==> config.mk <==
export PLATFORM = sky130hd
export DESIGN_NAME = flash_page_load_scheduler
export DESIGN_NICKNAME = d
export VERILOG_FILES = /design/src/rtl/flash_page_load_scheduler.sv
export SDC_FILE = /design/constraint.sdc
export NUM_CORES = 1
export LEC_CHECK = 0
export CAP_MARGIN = 0
export CORE_MARGIN = 3
export CORE_UTILIZATION = 34
export DETAILED_ROUTE_END_ITERATION = 12
export GPL_ROUTABILITY_DRIVEN = 0
export PLACE_DENSITY_LB_ADDON = 0.05
export SLEW_MARGIN = 40
export SYNTH_ARGS = -nofsm -noshare
export SYNTH_HDL_FRONTEND = slang
export SYNTH_SLANG_ARGS = --single-unit
==> constraint.sdc <==
create_clock -name clk -period 2.9 [get_ports clk]
set_input_delay 0.58 -clock clk [delete_from_list [all_inputs] [get_ports clk]]
set_output_delay 0.58 -clock clk [all_outputs]
set_load 0.03 [all_outputs]
==> src/rtl/flash_page_load_scheduler.sv <==
// Arbitrates the shared QSPI read port among cache pages and picks the victim page on an automatic-paging miss.
// Grant is registered one cycle after requestLoad; qspi_* are muxed only while GRANTED, and pages wait on pageLoading for access.
module flash_page_load_scheduler #(
    parameter int ADDRESS_SIZE            = 24,
    parameter int PAGE_INDEX_ADDRESS_SIZE = 3,
    parameter int PAGE_COUNT              = 8
) (
    input  logic                               clk,
    input  logic                               rst,
    input  logic                               automaticPaging,
    input  logic                               readEnable,
    input  logic [PAGE_COUNT-1:0]              page_pageValid,
    input  logic [PAGE_COUNT-1:0]              page_requestLoad,
    input  logic [PAGE_COUNT-1:0]              page_changeAddress,
    input  logic [PAGE_COUNT-1:0]              page_requestData,
    input  logic [PAGE_COUNT*ADDRESS_SIZE-1:0] page_address,
    output logic [PAGE_COUNT-1:0]              page_pageLoading,
    output logic [PAGE_COUNT-1:0]              page_pageSelected,
    input  logic                               qspi_busy,
    output logic [ADDRESS_SIZE-1:0]            qspi_address,
    output logic                               qspi_changeAddress,
    output logic                               qspi_requestData,
    output logic [PAGE_INDEX_ADDRESS_SIZE-1:0] activePage,
    output logic                               loadActive
);

    localparam int W = PAGE_INDEX_ADDRESS_SIZE;

    typedef enum logic [1:0] {IDLE, GRANTED, DRAIN} state_t;

    state_t                state;
    logic [W-1:0]          grant;
    logic [W-1:0]          rr_ptr;
    logic [W-1:0]          victim_ptr;
    logic                  victim_bumped;
    logic [PAGE_COUNT-1:0] req_q;

    logic [W-1:0]          sel_idx;
    logic                  any_valid;
    logic                  miss;
    logic [W-1:0]          next_grant;
    logic [W-1:0]          scan_idx;
    logic                  has_req;

    // Lowest-index valid page wins; on a miss the FIFO victim pointer is used.
    always_comb begin
        any_valid = 1'b0;
        sel_idx   = victim_ptr;
        for (int i = PAGE_COUNT - 1; i >= 0; i--) begin
            if (page_pageValid[i]) begin
                sel_idx   = W'(i);
                any_valid = 1'b1;
            end
        end
        page_pageSelected = automaticPaging ? (PAGE_COUNT'(1) << sel_idx) : '1;
        miss              = automaticPaging && readEnable && !any_valid;
    end

    // Round-robin from rr_ptr+1; the stalled reader's page overrides it.
    always_comb begin
        has_req    = 1'b0;
        next_grant = rr_ptr;
        scan_idx   = rr_ptr;
        for (int i = PAGE_COUNT; i >= 1; i--) begin
            scan_idx = rr_ptr + W'(i);
            if (page_requestLoad[scan_idx]) begin
                next_grant = scan_idx;
                has_req    = 1'b1;
            end
        end
        if (automaticPaging && page_requestLoad[sel_idx]) begin
            next_grant = sel_idx;
            has_req    = 1'b1;
        end
    end

    always_comb begin
        qspi_address       = '0;
        qspi_changeAddress = 1'b0;
        qspi_requestData   = 1'b0;
        if (state == GRANTED) begin
            for (int i = 0; i < PAGE_COUNT; i++) begin
                if (grant == W'(i)) begin
                    qspi_address = page_address[i*ADDRESS_SIZE +: ADDRESS_SIZE];
                end
            end
            qspi_changeAddress = page_changeAddress[grant];
            qspi_requestData   = page_requestData[grant];
        end
    end

    always_ff @(posedge clk) begin
        if (rst) begin
            state            <= IDLE;
            grant            <= '0;
            rr_ptr           <= W'(PAGE_COUNT - 1);
            victim_ptr       <= '0;
            victim_bumped    <= 1'b0;
            req_q            <= '0;
            page_pageLoading <= '0;
            loadActive       <= 1'b0;
            activePage       <= '0;
        end else begin
            req_q <= page_requestLoad;

            // One advance per miss episode, on the victim's requestLoad rising edge.
            if (!miss) begin
                victim_bumped <= 1'b0;
            end else if (!victim_bumped && page_requestLoad[victim_ptr] && !req_q[victim_ptr]) begin
                victim_ptr    <= victim_ptr + W'(1);
                victim_bumped <= 1'b1;
            end

            case (state)
                IDLE: begin
                    if (has_req) begin
                        grant            <= next_grant;
                        activePage       <= next_grant;
                        page_pageLoading <= PAGE_COUNT'(1) << next_grant;
                        loadActive       <= 1'b1;
                        state            <= GRANTED;
                    end
                end
                GRANTED: begin
                    if (!page_requestLoad[grant]) begin
                        page_pageLoading <= '0;
                        loadActive       <= 1'b0;
                        state            <= DRAIN;
                    end
                end
                DRAIN: begin
                    if (!qspi_busy) begin
                        rr_ptr <= grant;
                        state  <= IDLE;
                    end
                end
                default: state <= IDLE;
            endcase
        end
    end

endmodule

==> flow_summary.json, run 1 <==
{
  "die_y_um": 117,
  "synth.area.top_cells": "mux4_2 19%, dfxtp_1 14%, mux2_2 7.2%",
  "std_cell_rows": 39,
  "avgSynthCellArea_um2": 8.35,
  "core_region_area_mm2": 0.0118,
  "path_max_fanout": 1,
  "start_kind": "input pin",
  "antenna_found_initial": 0,
  "synth_ff_type": "dfxtp_1",
  "dr_total_vias": 5277,
  "r2r_end": "page_pageLoading[2]",
  "synthesis.nets": 735,
  "wirelength_um": 18400,
  "final_cell_count_no_fill": 960,
  "dr.pass1.iters": 5,
  "max-cap-violations": 0,
  "cts_buffers": 5,
  "synth_edf_count": 0,
  "clockBufferDepth": 2,
  "ys_types": 72,
  "ant_nets": 0,
  "die_x_um": 117,
  "cts_tree": "yes",
  "clkTransAtPathRegs_ns": 0.05,
  "cp-startpoint": "page_address[190]",
  "ys_warn_count": 0,
  "crit_end": "qspi_address[22]",
  "min_period_over_period": 0.975,
  "ys_seq_area_frac": 0.138,
  "cpLargestDelayFamily": "buffers and inverters",
  "hold_ws_ns": 0.452,
  "initial_core_util": 0.357,
  "max_clock_freq_mhz": 353,
  "syn_inst": 503,
  "remaining_drc_errors": 0,
  "grt_max_degree": 50,
  "critPathKind": "input pin to output pin",
  "hp-start": "page_pageLoading[3]",
  "drt_iter0_markers": 284,
  "utilization": 0.658,
  "synth_common_cells": "78 x nor2_1, 60 x a21oi_1, 35 x mux4_2",
  "grt_pass1_wl_um": 26900,
  "slowest_stage": "clkdlybuf4s50_1",
  "grt_usage": 0.248,
  "required_ns": 2.32,
  "wl_per_cell_um": 19.1,
  "h-tree-depth": 2,
  "skew_ns": 0.00181,
  "crit_chain": "clkdlybuf4s50_1 > mux4_2 > mux2i_1 > nor2_1 > clkdlybuf4s50_1",
  "die_area_mm2": 0.0137,
  "ir_worst_vdd_mv": 0.293,
  "cpMostUsedCell": "clkdlybuf4s50_1",
  "synth_most_common_cell": "nor2_1",
  "io_pins": 275,
  "setup_viol": 0,
  "final_nets": 1027,
  "ff2ff_setup_slack_ns": 0.12,
  "final_layout_size_suffix_gt1_frac": 0.251,
  "timing.rr.start": "rr_ptr[0]",
  "via_per_inst": 5.50,
  "placed_cells": 949,
  "cp_num_buf_inv": 2,
  "synth_seq_cells": 29,
  "clk_latency_ns": 0.27,
  "arrival_ns": 2.25,
  "yosys.area.top_type_share": 0.188,
  "overflow": 0,
  "slew_headroom": 0.602,
  "cp_num_cells": 5,
  "grt_pass1_vias": 5283,
  "worst_pin_slew_ns": 0.596,
  "status": "completed",
  "period_needed_ns": 2.83,
  "worstSetupEndpointType": "output pin",
  "power.leakage_nw": 3.03,
  "n_antenna_cell": 0,
  "async_flop_share": 0,
  "cts_root_buffer": "clkbuf_16",
  "reg2reg_depth": 10,
  "slowest_delay_ns": 0.61,
  "syn2layout_area_growth_pct": 84.1,
  "syn_area_mm2": 0.00420,
  "maxSlewViolCount": 0,
  "clock_sinks": 29,
  "worstHoldPathType": "register to register",
  "power_mw": 3.19,
  "hold_viol_final": 0,
  "yosys.area.top_type": "mux4_2",
  "powerDensity_mw_per_mm2": 413,
  "dp_hpwl_um": 15200,
  "io_buffers": 274
}
==> final cells by class <==
| class | instances | area [µm²] |
|---|---|---|
| inverters | 15 | 56.3 |
| multi-input cells | 408 | 3470 |
| clock buffers | 6 | 129 |
| clock inverters | 2 | 10.0 |
| fillers | 1034 | 4030 |
| repair buffers | 336 | 3280 |
| well taps | 164 | 205 |
| flip-flops and latches | 29 | 586 |
==> cell families (layout without fill, tap and decap cells) <==
group                      Yosys count  count (layout)  share of synthesized area
AOI/OAI and AO/OA                  160             160                      0.264
and+or+nand+nor                    145             145                      0.162
muxes                               92              92                      0.338
buffers and inverters               66             359                     0.0694
DFF                                 29              29                      0.138
xor gates and xnor gates             8               8                     0.0185
adders and majority gates            3               3                    0.00894
==> worst min path at each step <==
stage / cells past startpoint / end / slack (ns)
6_report: 2 / page_pageLoading[3] / 0.45
5_1_grt: 2 / victim_bumped / 0.46
4_1_cts: 2 / victim_bumped / 0.45
3_5_place_dp: 2 / victim_bumped / 0.44
3_3_place_gp: 2 / victim_bumped / 0.44
2_1_floorplan: 2 / victim_bumped / 0.43
==> tightest hold or removal path, delay by kind of cell, from the launching register on <==
kind | cells | cell delay [ns]
compound gates | 1 | 0.05
flops | 1 | 0.30
simple gates | 1 | 0.05
==> state kept, by name, indices dropped and copies added (netlist names) <==
name	cells
loadActive	1
page_pageLoading	8
victim_bumped	1
rr_ptr	3
victim_ptr	3
req_q	8
grant	3
state	2
==> what timing repair did <==
item	in CTS	in global routing
gates resized for setup	5	50
endpoints found under the hold margin	0	0
hold buffers	0	0
setup buffers	0	3
pin swaps	2	9
endpoints found under the setup margin	8	19
==> through the flow <==
stage	instance area (µm²)	worst slack (ns)	TNS, ns
after floorplan	4210	-0.0237	-0.0237
after global routing	7730	-0.0286	-0.0297
final	7730	0.0711	0
after detailed placement	7350	-0.280	-2.68
after global placement	7350	-0.217	-1.74
after CTS	7510	-0.0375	-0.0831
==> placed cells by master, fill, tap and decap left out, drive strengths merged, types with 8 or more instances in the layout <==
cell           netlist  layout
inv                 13      14
nand2               17      17
mux4                36      36
a22o                10      10
dfxtp               29      29
o21ai               19      19
buf                 18      93
mux2i               29      29
mux2                27      27
nor2b               10      10
a22oi               25      25
nor2                78      78
clkdlybuf4s50        0     229
a211oi               8       8
a21oi               62      62
dlymetal6s2s         0      14
==> routing by layer <==
metal,vias up,GRT usage,share of wire
met5,-,0,0
met4,0,0.0497,0.016
met3,18,0.0638,0.083
met2,233,0.446,0.52
met1,2521,0.297,0.38
li1,2505,-,-
==> power breakdown <==
group / switching (mW) / internal, mW / total, mW
clock: 0.161 / 0.313 / 0.474
sequential: 0.0354 / 0.438 / 0.474
combinational: 1.09 / 1.16 / 2.25
Power figures use the tool's default switching activity.
==> inputs of run 2 (changes only) <==
--- a/config.mk
+++ b/config.mk
@@ -10,7 +10,7 @@
 export CORE_UTILIZATION = 34
 export DETAILED_ROUTE_END_ITERATION = 12
 export GPL_ROUTABILITY_DRIVEN = 0
-export PLACE_DENSITY_LB_ADDON = 0.05
+export PLACE_DENSITY = 0.75
 export SLEW_MARGIN = 40
 export SYNTH_ARGS = -nofsm -noshare
 export SYNTH_HDL_FRONTEND = slang
==> run 2 against run 1 <==
Worst setup slack got worse by 0.0034 ns. Utilization rose by 1.2 points. Clock skew rose by 0.0069 ns. Routed wire length rose by 8.2%. Critical path type unchanged. Largest cell class unchanged.
==> flow_summary.json, run 2 (synthesis gave the netlist of run 1 again) <==
{
  "status": "completed",
  "design_area_mm2": 0.00788,
  "dr.pass1.iters": 6,
  "grt_pass1_vias": 5361,
  "hold_viol_final": 0,
  "crit_chain": "clkdlybuf4s50_1 > a221oi_4 > o211ai_1 > buf_4 > o21ai_1 > buf_4",
  "skew_ns": 0.00876,
  "grt_pass1_wl_um": 28200,
  "timing.final.ws_setup_ns": 0.0677,
  "final_cell_mix": "229 x clkdlybuf4s50_1, 85 x buf_4, 77 x nor2_1",
  "cts_root_buffer": "clkbuf_16",
  "io_buffers": 274,
  "wl_per_cell_um": 20.6,
  "cts_hold_buf": 0,
  "clkTransAtPathRegs_ns": 0.04,
  "reg2reg_depth": 9,
  "arrival_ns": 2.25,
  "die_y_um": 117,
  "power_mw": 3.41,
  "n_fill_cell": 931,
  "ant_nets": 0,
  "max_clock_freq_mhz": 353,
  "die_area_mm2": 0.0137,
  "power.leakage_nw": 3.08,
  "cpLargestDelayFamily": "buffers and inverters",
  "period_needed_ns": 2.83,
  "die_x_um": 117,
  "via_per_inst": 5.61,
  "grt_usage": 0.264,
  "clockBufferDepth": 2,
  "ir_worst_vdd_mv": 0.242,
  "r2r_end": "page_pageLoading[6]",
  "required_ns": 2.32,
  "start_kind": "input pin",
  "initial_core_util": 0.357,
  "slowest_stage": "clkdlybuf4s50_1",
  "wirelength_um": 19900,
  "overflow": 0,
  "maxSlewViolCount": 0,
  "cts_buffers": 5,
  "path_max_fanout": 5,
  "holdPathStages": 2,
  "ff2ff_setup_slack_ns": 0.14,
  "mostFrequentLayoutCell": "clkdlybuf4s50_1",
  "clk_latency_ns": 0.27,
  "drt_iter0_markers": 415,
  "placed_cells": 954,
  "final_nets": 1034,
  "cp_num_buf_inv": 3,
  "slew_headroom": 0.450,
  "dpl_cell_area_mm2": 0.00744,
  "dp_hpwl_um": 16000,
  "timing.rr.start": "rr_ptr[1]",
  "core_region_area_mm2": 0.0118,
  "min_period_over_period": 0.977,
  "cpMostUsedCell": "buf_4",
  "worstSetupEndpointType": "output pin",
  "std_cell_rows": 39,
  "worst_pin_slew_ns": 0.823,
  "holdPathEnd": "page_pageLoading[3]",
  "final_layout_size_suffix_gt1_frac": 0.264,
  "h-tree-depth": 2,
  "powerDensity_mw_per_mm2": 433,
  "critPathKind": "input pin to output pin",
  "dr_total_vias": 5425,
  "grt_max_degree": 56,
  "max-cap-violations": 0,
  "setup_viol": 0,
  "final_cell_count_no_fill": 967,
  "slowest_delay_ns": 0.49,
  "io_pins": 275,
  "tns_ns": 0,
  "remaining_drc_errors": 0,
  "worstHoldPathType": "register to register",
  "dp_slack_ns": -0.380,
  "n_antenna_cell": 0,
  "clock_sinks": 29,
  "cts_tree": "yes",
  "hp-start": "page_pageLoading[3]",
  "antenna_found_initial": 0,
  "syn2layout_area_growth_pct": 87.5,
  "largest_registers": "page_pageLoading (8), req_q (8)"
}
[run 2: stage by stage]
stage	util	hold slack [ns]
6_report	0.670	0.453
5_1_grt	0.670	0.491
4_1_cts	0.652	0.456
3_5_place_dp	0.633	0.450
3_3_place_gp	0.633	0.439
2_1_floorplan	-	0.426
[run 2: how the worst max path moves through the flow]
| stage | startpoint | endpoint | slack [ns] | depth (start not counted) |
|---|---|---|---|---|
| final | page_pageValid[3] | page_pageSelected[2] | 0.07 | 6 |
| after global routing | page_pageValid[3] | page_pageLoading[6] | -0.04 | 11 |
| after CTS | page_pageValid[7] | page_pageLoading[4] | -0.02 | 11 |
| after detailed placement | page_pageValid[7] | page_pageLoading[6] | -0.38 | 11 |
| after global placement | page_requestLoad[0] | page_pageLoading[2] | -0.26 | 8 |
| after floorplan | rr_ptr[0] | page_pageLoading[7] | -0.02 | 13 |
[run 2: timing repair]
| item | in CTS | in global routing |
|---|---|---|
| gates resized for setup | 13 | 46 |
| pin swaps | 3 | 13 |
| setup endpoints to repair | 14 | 22 |
| setup buffers | 2 | 3 |
[run 2: report_power, final]
group          total, mW  switching, mW  internal, mW  leakage [nW]
combinational       2.33           1.13          1.20          2.76
clock              0.606          0.179         0.427        0.0831
sequential         0.481         0.0425         0.438         0.239
total               3.41           1.35          2.07          3.08
[run 2: worst min-delay path, delay by kind of cell, from the launching register on]
family / cells / cell delay [ns]
simple gates: 1 / 0.05
compound gates: 1 / 0.05
flops: 1 / 0.31
[run 2: routing by layer]
| layer | track usage | part of all wire |
|---|---|---|
| met1 | 0.324 | 0.38 |
| met2 | 0.453 | 0.49 |
| met3 | 0.0555 | 0.088 |
| met4 | 0.104 | 0.044 |
| met5 | 0 | 0 |
[run 2: area by class of cell]
cell class	count	area, µm²	share of cell area
Clock inverter	2	37.5	0.00477
Sequential cell	29	587	0.0745
Clock buffer	6	139	0.0176
Inverter	15	56.3	0.00715
Tap cell	164	205	0.0261
Multi-Input combinational cell	408	3510	0.445
Timing Repair Buffer	343	3340	0.425
==> inputs of run 3 (changes only) <==
--- a/config.mk
+++ b/config.mk
@@ -6,6 +6,7 @@
 export NUM_CORES = 1
 export LEC_CHECK = 0
 export CAP_MARGIN = 0
+export CORE_ASPECT_RATIO = 0.5
 export CORE_MARGIN = 3
 export CORE_UTILIZATION = 34
 export DETAILED_ROUTE_END_ITERATION = 12
@@ -15,3 +16,4 @@
 export SYNTH_ARGS = -nofsm -noshare
 export SYNTH_HDL_FRONTEND = slang
 export SYNTH_SLANG_ARGS = --single-unit
+export TNS_END_PERCENT = 50
==> run 3 against run 2 <==
Design area down 2.7%. First-iteration DRC count up 2.4%. Largest power group unchanged. Sequential share of layout area up 0.20 points. Count of clock-buffer cells in the layout unchanged. Highest routed layer is now met5. Combinational power down 6%. Routed wire length down 5.1%.
==> flow_summary.json, run 3 (synthesis gave the netlist of run 1 again) <==
{
  "clockBufferDepth": 2,
  "dp_slack_ns": -0.291,
  "worstSetupEndpointType": "output pin",
  "drt_iter0_markers": 425,
  "std_cell_rows": 27,
  "ant_nets": 0,
  "wirelength_um": 18900,
  "final_nets": 1036,
  "die_area_mm2": 0.0138,
  "wl_per_cell_um": 19.6,
  "min_period_over_period": 0.983,
  "final_cell_count_no_fill": 964,
  "clock_sinks": 29,
  "syn2layout_area_growth_pct": 82.5,
  "antenna_found_initial": 1,
  "dr.pass1.iters": 4,
  "critPathKind": "input pin to output pin",
  "grt_pass1_vias": 5236,
  "die_y_um": 84.6,
  "timing.final.ws_setup_ns": 0.0486,
  "hold_viol_final": 0,
  "required_ns": 2.32,
  "worstHoldPathType": "register to register",
  "die_x_um": 163,
  "dp_hpwl_um": 15200,
  "largest_registers": "page_pageLoading (8), req_q (8)",
  "cts_tree": "yes",
  "overflow": 0,
  "ir_worst_vdd_mv": 0.341,
  "cts_hold_buf": 0,
  "n_fill_cell": 949,
  "slowest_delay_ns": 0.42,
  "start_kind": "input pin",
  "grt_pass1_wl_um": 28600,
  "cts_root_buffer": "clkbuf_16",
  "maxSlewViolCount": 0,
  "path_max_fanout": 4,
  "dr_total_vias": 5322,
  "via_per_inst": 5.52,
  "status": "completed",
  "grt_max_degree": 33,
  "h-tree-depth": 2,
  "crit_chain": "clkdlybuf4s50_1 > or2_1 > or3_4 > buf_4 > o21a_4 > o31ai_4 > buf_6",
  "max-cap-violations": 0,
  "grt_setup_unrepaired": "true",
  "final_layout_size_suffix_gt1_frac": 0.257,
  "core_region_area_mm2": 0.0115,
  "clk_latency_ns": 0.27,
  "cts_buffers": 5,
  "setup_viol": 0,
  "mostFrequentLayoutCell": "clkdlybuf4s50_1",
  "arrival_ns": 2.27,
  "slowest_stage": "clkdlybuf4s50_1",
  "period_needed_ns": 2.85,
  "final_cell_mix": "232 x clkdlybuf4s50_1, 98 x buf_4, 76 x nor2_1",
  "max_clock_freq_mhz": 351,
  "powerDensity_mw_per_mm2": 413,
  "initial_core_util": 0.365,
  "io_buffers": 274,
  "slew_headroom": 0.639,
  "n_antenna_cell": 0,
  "worst_pin_slew_ns": 0.541,
  "skew_ns": 0.00152,
  "clkTransAtPathRegs_ns": 0.05,
  "remaining_drc_errors": 0,
  "power.leakage_nw": 3.02,
  "grt_usage": 0.257,
  "io_pins": 275,
  "placed_cells": 955
}
## run 3: routing by layer
metal  global-route usage  wire length (µm)  up-vias
met5                    0                13        -
met4               0.0767               610        2
met3               0.0522              1400       47
met2                0.470              9490      217
met1                0.305              7370     2541
li1                     -                 -     2515
## run 3: critical path: cells and delay by family
kind,cells,cell delay (ns)
AO/OA/AOI/OAI,2,0.39
buffers and inverters,3,0.73
AND/OR/NAND/NOR,2,0.57
## run 3: where the power goes
part / switching, mW / internal (mW) / total, mW
registers: 0.0524 / 0.439 / 0.491
clock network: 0.168 / 0.314 / 0.482
logic: 1.07 / 1.12 / 2.19
## run 3: repair_timing
action,CTS,global route
buffers inserted,0,1
endpoints found under the setup margin,5,38
resized for setup,3,41
pin swaps,2,2
## run 3: metrics by stage
stage	hold WS, ns	power [mW]	utilization	cell area (µm²)	TNS, ns
floorplan	0.426	1.79	-	4210	-0.0237
global placement	0.435	2.60	0.639	7360	-2.26
detailed placement	0.462	2.63	0.639	7360	-2.78
CTS	0.469	3.12	0.651	7500	0
global route	0.483	3.37	0.665	7670	-0.264
finish	0.469	3.17	0.665	7670	0
## run 3: path summary, 6_finish.rpt
check | endpoint | from | cells after the start | slack (ns)
worst max-delay path | page_pageSelected[3] | page_pageValid[5] | 7 | 0.05
worst min-delay path | page_pageLoading[3] | page_pageLoading[3] | 2 | 0.47
worst min register to register | page_pageLoading[3] | page_pageLoading[3] | 2 | 0.47
worst max register to register | page_pageLoading[7] | rr_ptr[0] | 10 | 0.13
## run 3: layout make-up
cell class / instances / area (µm²) / share of cell area
clock buffer: 6 / 129 / 0.0168
clock inverter: 2 / 10.0 / 0.00131
inverter: 15 / 56.3 / 0.00734
multi-input combinational: 408 / 3450 / 0.450
sequential: 29 / 587 / 0.0765
tap: 159 / 199 / 0.0260
timing repair buffer: 345 / 3230 / 0.422
==> patch 1, RTL diff (config.mk and constraints of run 1) <==
Reset style: asynchronous (`rst`), changed in one clocked block.
--- a/src/rtl/flash_page_load_scheduler.sv
+++ b/src/rtl/flash_page_load_scheduler.sv
@@ -89,7 +89,7 @@
         end
     end
 
-    always_ff @(posedge clk) begin
+    always_ff @(posedge clk or posedge rst) begin
         if (rst) begin
             state            <= IDLE;
             grant            <= '0;
Formal check against the unedited RTL: differs if rst is asserted again (counterexample within 4 cycles, from zero or initial values and one cycle with rst high); with rst held inactive, the same outputs for 4 cycles.
==> patch 1 against run 1 <==
The flow now finishes with violations (negative setup slack); sequential cell count is the same; synthesized cell count decreased by 18%; worst setup slack lost 180 ps; wire length rose by 4.4%; area after synthesis decreased by 9.4%; cell area barely moved; critical endpoint is now page_pageLoading[7]; highest routed layer unchanged.
Power is not compared: it rests on default switching activity, and its combinational part moved more than twofold at a synthesized area within 25%.
==> patch 1: results (changes against run 1) <==
{| class="wikitable"
! Metric !! Value
|-
| Dpl cell area || 7290 sq um (was 7350 sq um)
|-
| Total track usage || 0.287 (was 0.248)
|-
| Global-route wire length before repair || 28700 um (was 26900 um)
|-
| Number of global-route vias before repair || 5218 (was 5283)
|-
| Crit Reg-Reg Startpoint || rr_ptr[0] (unchanged)
|-
| Synth async-reset ratio || 1.00 (was 0)
|-
| Clock Latency Late Sink || 290 ps (was 270 ps)
|-
| Run status || finished, violations left (was complete, no violations)
|-
| Fraction of final layout cells sized beyond drive strength 1 || 0.306 (was 0.251)
|-
| Violations in the final reports || negative setup slack
|-
| Final worst setup slack || -105 ps (was 71.1 ps)
|-
| Clock-pin slew reported for the worst setup and hold paths after clock tree synthesis || 70 ps (was 50 ps)
|-
| Detailed placer's ending HPWL || 14800 um (was 15200 um)
|-
| Drt wl/cell || 22.3 um (was 19.1 um)
|-
| Relative slew margins || 0.544 (was 0.602)
|-
| Worst clock skew || 7.97 ps (was 1.81 ps)
|-
| Setup crit start || rr_ptr[0] (was page_address[190])
|-
| First DRT Iteration DRCs || 328 (was 284)
|-
| Ys flop type || dfrtp_1 (was dfxtp_1)
|-
| Pre-CTS setup slack || -485 ps (was -280 ps)
|-
| Arrival time reported for the critical path endpoint || 3190 ps (was 2250 ps)
|-
| Number of nets in the finished design || 956 (was 1027)
|-
| Count of different cell masters after synthesis || 60 (was 72)
|-
| Setup violators final || 9 (was 0)
|-
| Number of detailed-routing iterations run before antenna repair || 4 (was 5)
|-
| Largest net degree at the start of global routing || 39 (was 50)
|-
| Synthesized Nets || 645 (was 735)
|-
| Most area-consuming cells after synthesis || mux4_2 (22%), dfrtp_1 (17%), a22oi_1 (7.9%), mux2i_1 (4.7%), nand2b_1 (3.9%) (was mux4_2 (19%), dfxtp_1 (14%), mux2_2 (7.2%), a21oi_1 (7.1%), nor2_1 (7.0%))
|}
-- patch 1: changes by cell type in the layout (fill, tap and decap cells not counted), sizes merged, moves of 13 or more --
cell,before,now
nor2,78,24
mux2,27,11
nand2,17,30
nand2b,6,24
dfrtp,0,26
dfxtp,29,0
a31oi,1,21
a22oi,25,40
a21oi,62,15
-- patch 1: cell type report --
type	instances	area [sq um]
Clock buffer	7	86.3
Clock inverter	1	30.0
Fill cell	769	2870
Inverter	17	66.3
Multi-Input combinational cell	335	3460
Sequential cell	29	732
Tap cell	136	170
Timing Repair Buffer	336	3190
-- patch 1: path summary, 6_finish.rpt --
path	end	slack [ps]	cells past startpoint
max in group asynchronous	req_q[2]	1530	3
max reg2reg	page_pageLoading[7]	-100	11
min in group asynchronous	page_pageLoading[3]	710	2
min	page_pageLoading[4]	490	2
min reg2reg	page_pageLoading[4]	490	2
max	page_pageLoading[7]	-100	11
-- patch 1: metrics by stage --
stage                     TNS, ps  hold slack [ps]  power (mW)  cells
after CTS                    -132              493        6.66    857
after detailed placement    -4640              465        5.90    842
after global routing        -1670              505        7.60    861
final                        -367              485        7.20    861
after global placement      -3080              465        5.80    842
after floorplan             -1.14              466        4.23    413
-- patch 1: per-layer routing --
metal | part of all wire | track usage
met1 | 0.38 | 0.356
met2 | 0.50 | 0.482
met3 | 0.083 | 0.0788
met4 | 0.038 | 0.0949
met5 | 0 | 0
-- patch 1: logic make-up after synthesis --
kind of cell             synth area share
adder cells (fa/ha/maj)           0.00987
XOR/XNOR                           0.0138
buffers and inverters              0.0533
multiplexers                        0.312
flip-flops                          0.192
AND/OR/NAND/NOR                     0.151
AO/OA/AOI/OAI                       0.269
-- patch 1: repair_timing --
action                                  in CTS  in global routing
gates cloned                                 0                  1
endpoints found under the setup margin      17                 23
pin swaps                                    7                  7
gates resized for setup                     27                 37
buffers inserted                             7                  3
-- patch 1: critical path, stage by stage (launching register included) --
cell and delay (ps):
dfstp_2 570, inv_4 40, ha_4 340, mux2i_2 100, mux4_2 560, buf_6 170
nand3_4 70, a211oi_4 80, a2111oi_4 440, mux2i_4 150, buf_4 170, o41ai_2 210
-- patch 1: power by group through the flow --
stage / registers, mW / clock network, mW / logic [mW]
floorplan: 0.684 / 0 / 3.55
global placement: 0.602 / 0 / 5.20
detailed placement: 0.604 / 0 / 5.30
CTS: 0.601 / 0.451 / 5.61
global route: 0.623 / 0.467 / 6.51
finish: 0.609 / 0.446 / 6.15
==> patch 2, RTL diff (settings of run 1) <==
Made on the original files. `PAGE_INDEX_ADDRESS_SIZE`: 3 -> 6.
--- a/src/rtl/flash_page_load_scheduler.sv
+++ b/src/rtl/flash_page_load_scheduler.sv
@@ -2,7 +2,7 @@
 // Grant is registered one cycle after requestLoad; qspi_* are muxed only while GRANTED, and pages wait on pageLoading for access.
 module flash_page_load_scheduler #(
     parameter int ADDRESS_SIZE            = 24,
-    parameter int PAGE_INDEX_ADDRESS_SIZE = 3,
+    parameter int PAGE_INDEX_ADDRESS_SIZE = 6,
     parameter int PAGE_COUNT              = 8
 ) (
     input  logic                               clk,
Ports: changed (resized activePage); port bits go from 275 to 278. The function was not compared with the original's and may differ.
==> patch 2 against run 1 <==
The flow now finishes with violations (negative setup slack); sequential cell count rose by 9; power rose by 20%; wire length rose by 30%; cell area rose by 25%; critical path depth rose by 7; worst setup slack got worse by 310 ps; area after synthesis rose by 27%; non-clock buffer count rose by 64; critical endpoint is now page_pageLoading[2].
==> patch 2: results (changes against run 1) <==
{| class="wikitable"
! Metric !! Value
|-
| Run status || finished, violations left (was complete, no violations)
|-
| Clk network pwr share || 0.143 (was 0.149)
|-
| Worst r2r path cells || 12 (was 10)
|-
| Average vias per placed instance || 5.56 (was 5.50)
|-
| CP Max Fanout || 6 (was 1)
|-
| Type of the setup path with the least slack || reg2reg (was in2out)
|-
| Total routed wirelength || 23900 um (was 18400 um)
|-
| Final worst setup slack || -236 ps (was 71.1 ps)
|-
| Mean Syn Cell Area || 8.20 sq um (was 8.35 sq um)
|-
| FF+latch count, synth || 38 (was 29)
|-
| Drt wl/cell || 19.7 um (was 19.1 um)
|-
| Largest net degree at the start of global routing || 43 (was 50)
|-
| Met3 Track Usage GR || 0.0494 (was 0.0638)
|-
| Sequential share of the synthesized area || 0.143 (was 0.138)
|-
| Layout buffering overhead excluding clock cells || 0.389 (was 0.424)
|-
| Delay of the slowest cell on the worst path || 550 ps (was 610 ps)
|-
| Most area-consuming cells after synthesis || mux4_2 (20%), dfxtp_1 (14%), mux2i_1 (10%), nand2_1 (7.2%), o21ai_0 (4.1%) (was mux4_2 (19%), dfxtp_1 (14%), mux2_2 (7.2%), a21oi_1 (7.1%), nor2_1 (7.0%))
|-
| Setup slack on the worst flop-to-flop path || -240 ps (was 120 ps)
|-
| Transition at the pin with the smallest max-transition slack || 606 ps (was 596 ps)
|-
| Final-layout setup total negative slack || -1890 ps (was 0 ps)
|-
| Seq. pwr || 632 uW (was 474 uW)
|-
| Global-route wire length before repair || 37100 um (was 26900 um)
|-
| Multi-input logic cell count || 540 (was 408)
|-
| Final core utilization || 0.633 (was 0.658)
|-
| Number of port buffers || 277 (was 274)
|-
| Setup crit start || rr_ptr[1] (was page_address[190])
|-
| Share of cell area taken by multi-input logic gates || 0.482 (was 0.449)
|-
| First DRT Iteration DRCs || 466 (was 284)
|-
| Clock distribution area overhead in the final layout || 0.0148 (was 0.0180)
|-
| Amount of wire on met2 after detailed routing || 11800 um (was 9530 um)
|-
| Launch instance of the worst min-delay path || victim_bumped (was page_pageLoading[3])
|-
| Synthesized Nets || 892 (was 735)
|-
| Hold Crit Endpoint || victim_bumped (was page_pageLoading[3])
|-
| Number of buffers other than clock buffers in the final layout || 400 (was 336)
|-
| Sw Share || 0.414 (was 0.402)
|-
| Dpl cell area || 9070 sq um (was 7350 sq um)
|-
| Worst vdd ir || 0.222 mV (was 0.293 mV)
|-
| Share of the final layout cell area in sequential cells || 0.0799 (was 0.0757)
|-
| Total track usage || 0.259 (was 0.248)
|-
| Switching power of the nets || 1.58 mW (was 1.28 mW)
|-
| Total leakage power || 3.64 nW (was 3.03 nW)
|-
| Worst hold margin || 463 ps (was 452 ps)
|-
| Worst clock skew || 6.59 ps (was 1.81 ps)
|-
| Routed met1 length || 9760 um (was 7020 um)
|-
| Setup violators final || 12 (was 0)
|-
| Violations in the final reports || negative setup slack
|-
| Number of filler instances in the final layout || 1268 (was 1034)
|}
==> patch 2: cell types whose count changed after synthesis, moves of 7 or more <==
| cell | run 1 | this run |
|---|---|---|
| mux2_2 | 27 | 8 |
| a21oi_1 | 60 | 41 |
| clkbuf_1 | 33 | 41 |
| o21ai_0 | 16 | 44 |
| nor2_1 | 78 | 45 |
| a22o_1 | 10 | 1 |
| o31ai_1 | 3 | 10 |
| nand3_1 | 4 | 12 |
| dfxtp_1 | 29 | 38 |
| ha_1 | 3 | 12 |
| xor2_1 | 2 | 12 |
| nand2_1 | 17 | 102 |
| mux2i_1 | 28 | 54 |
| mux4_2 | 35 | 47 |
==> patch 2: kinds of logic after synthesis <==
group,share of synthesized area
muxes,0.322
DFF,0.143
buffers and inverters,0.0591
xor gates and xnor gates,0.0295
adders and majority gates,0.0281
and+or+nand+nor,0.184
AOI/OAI and AO/OA,0.234
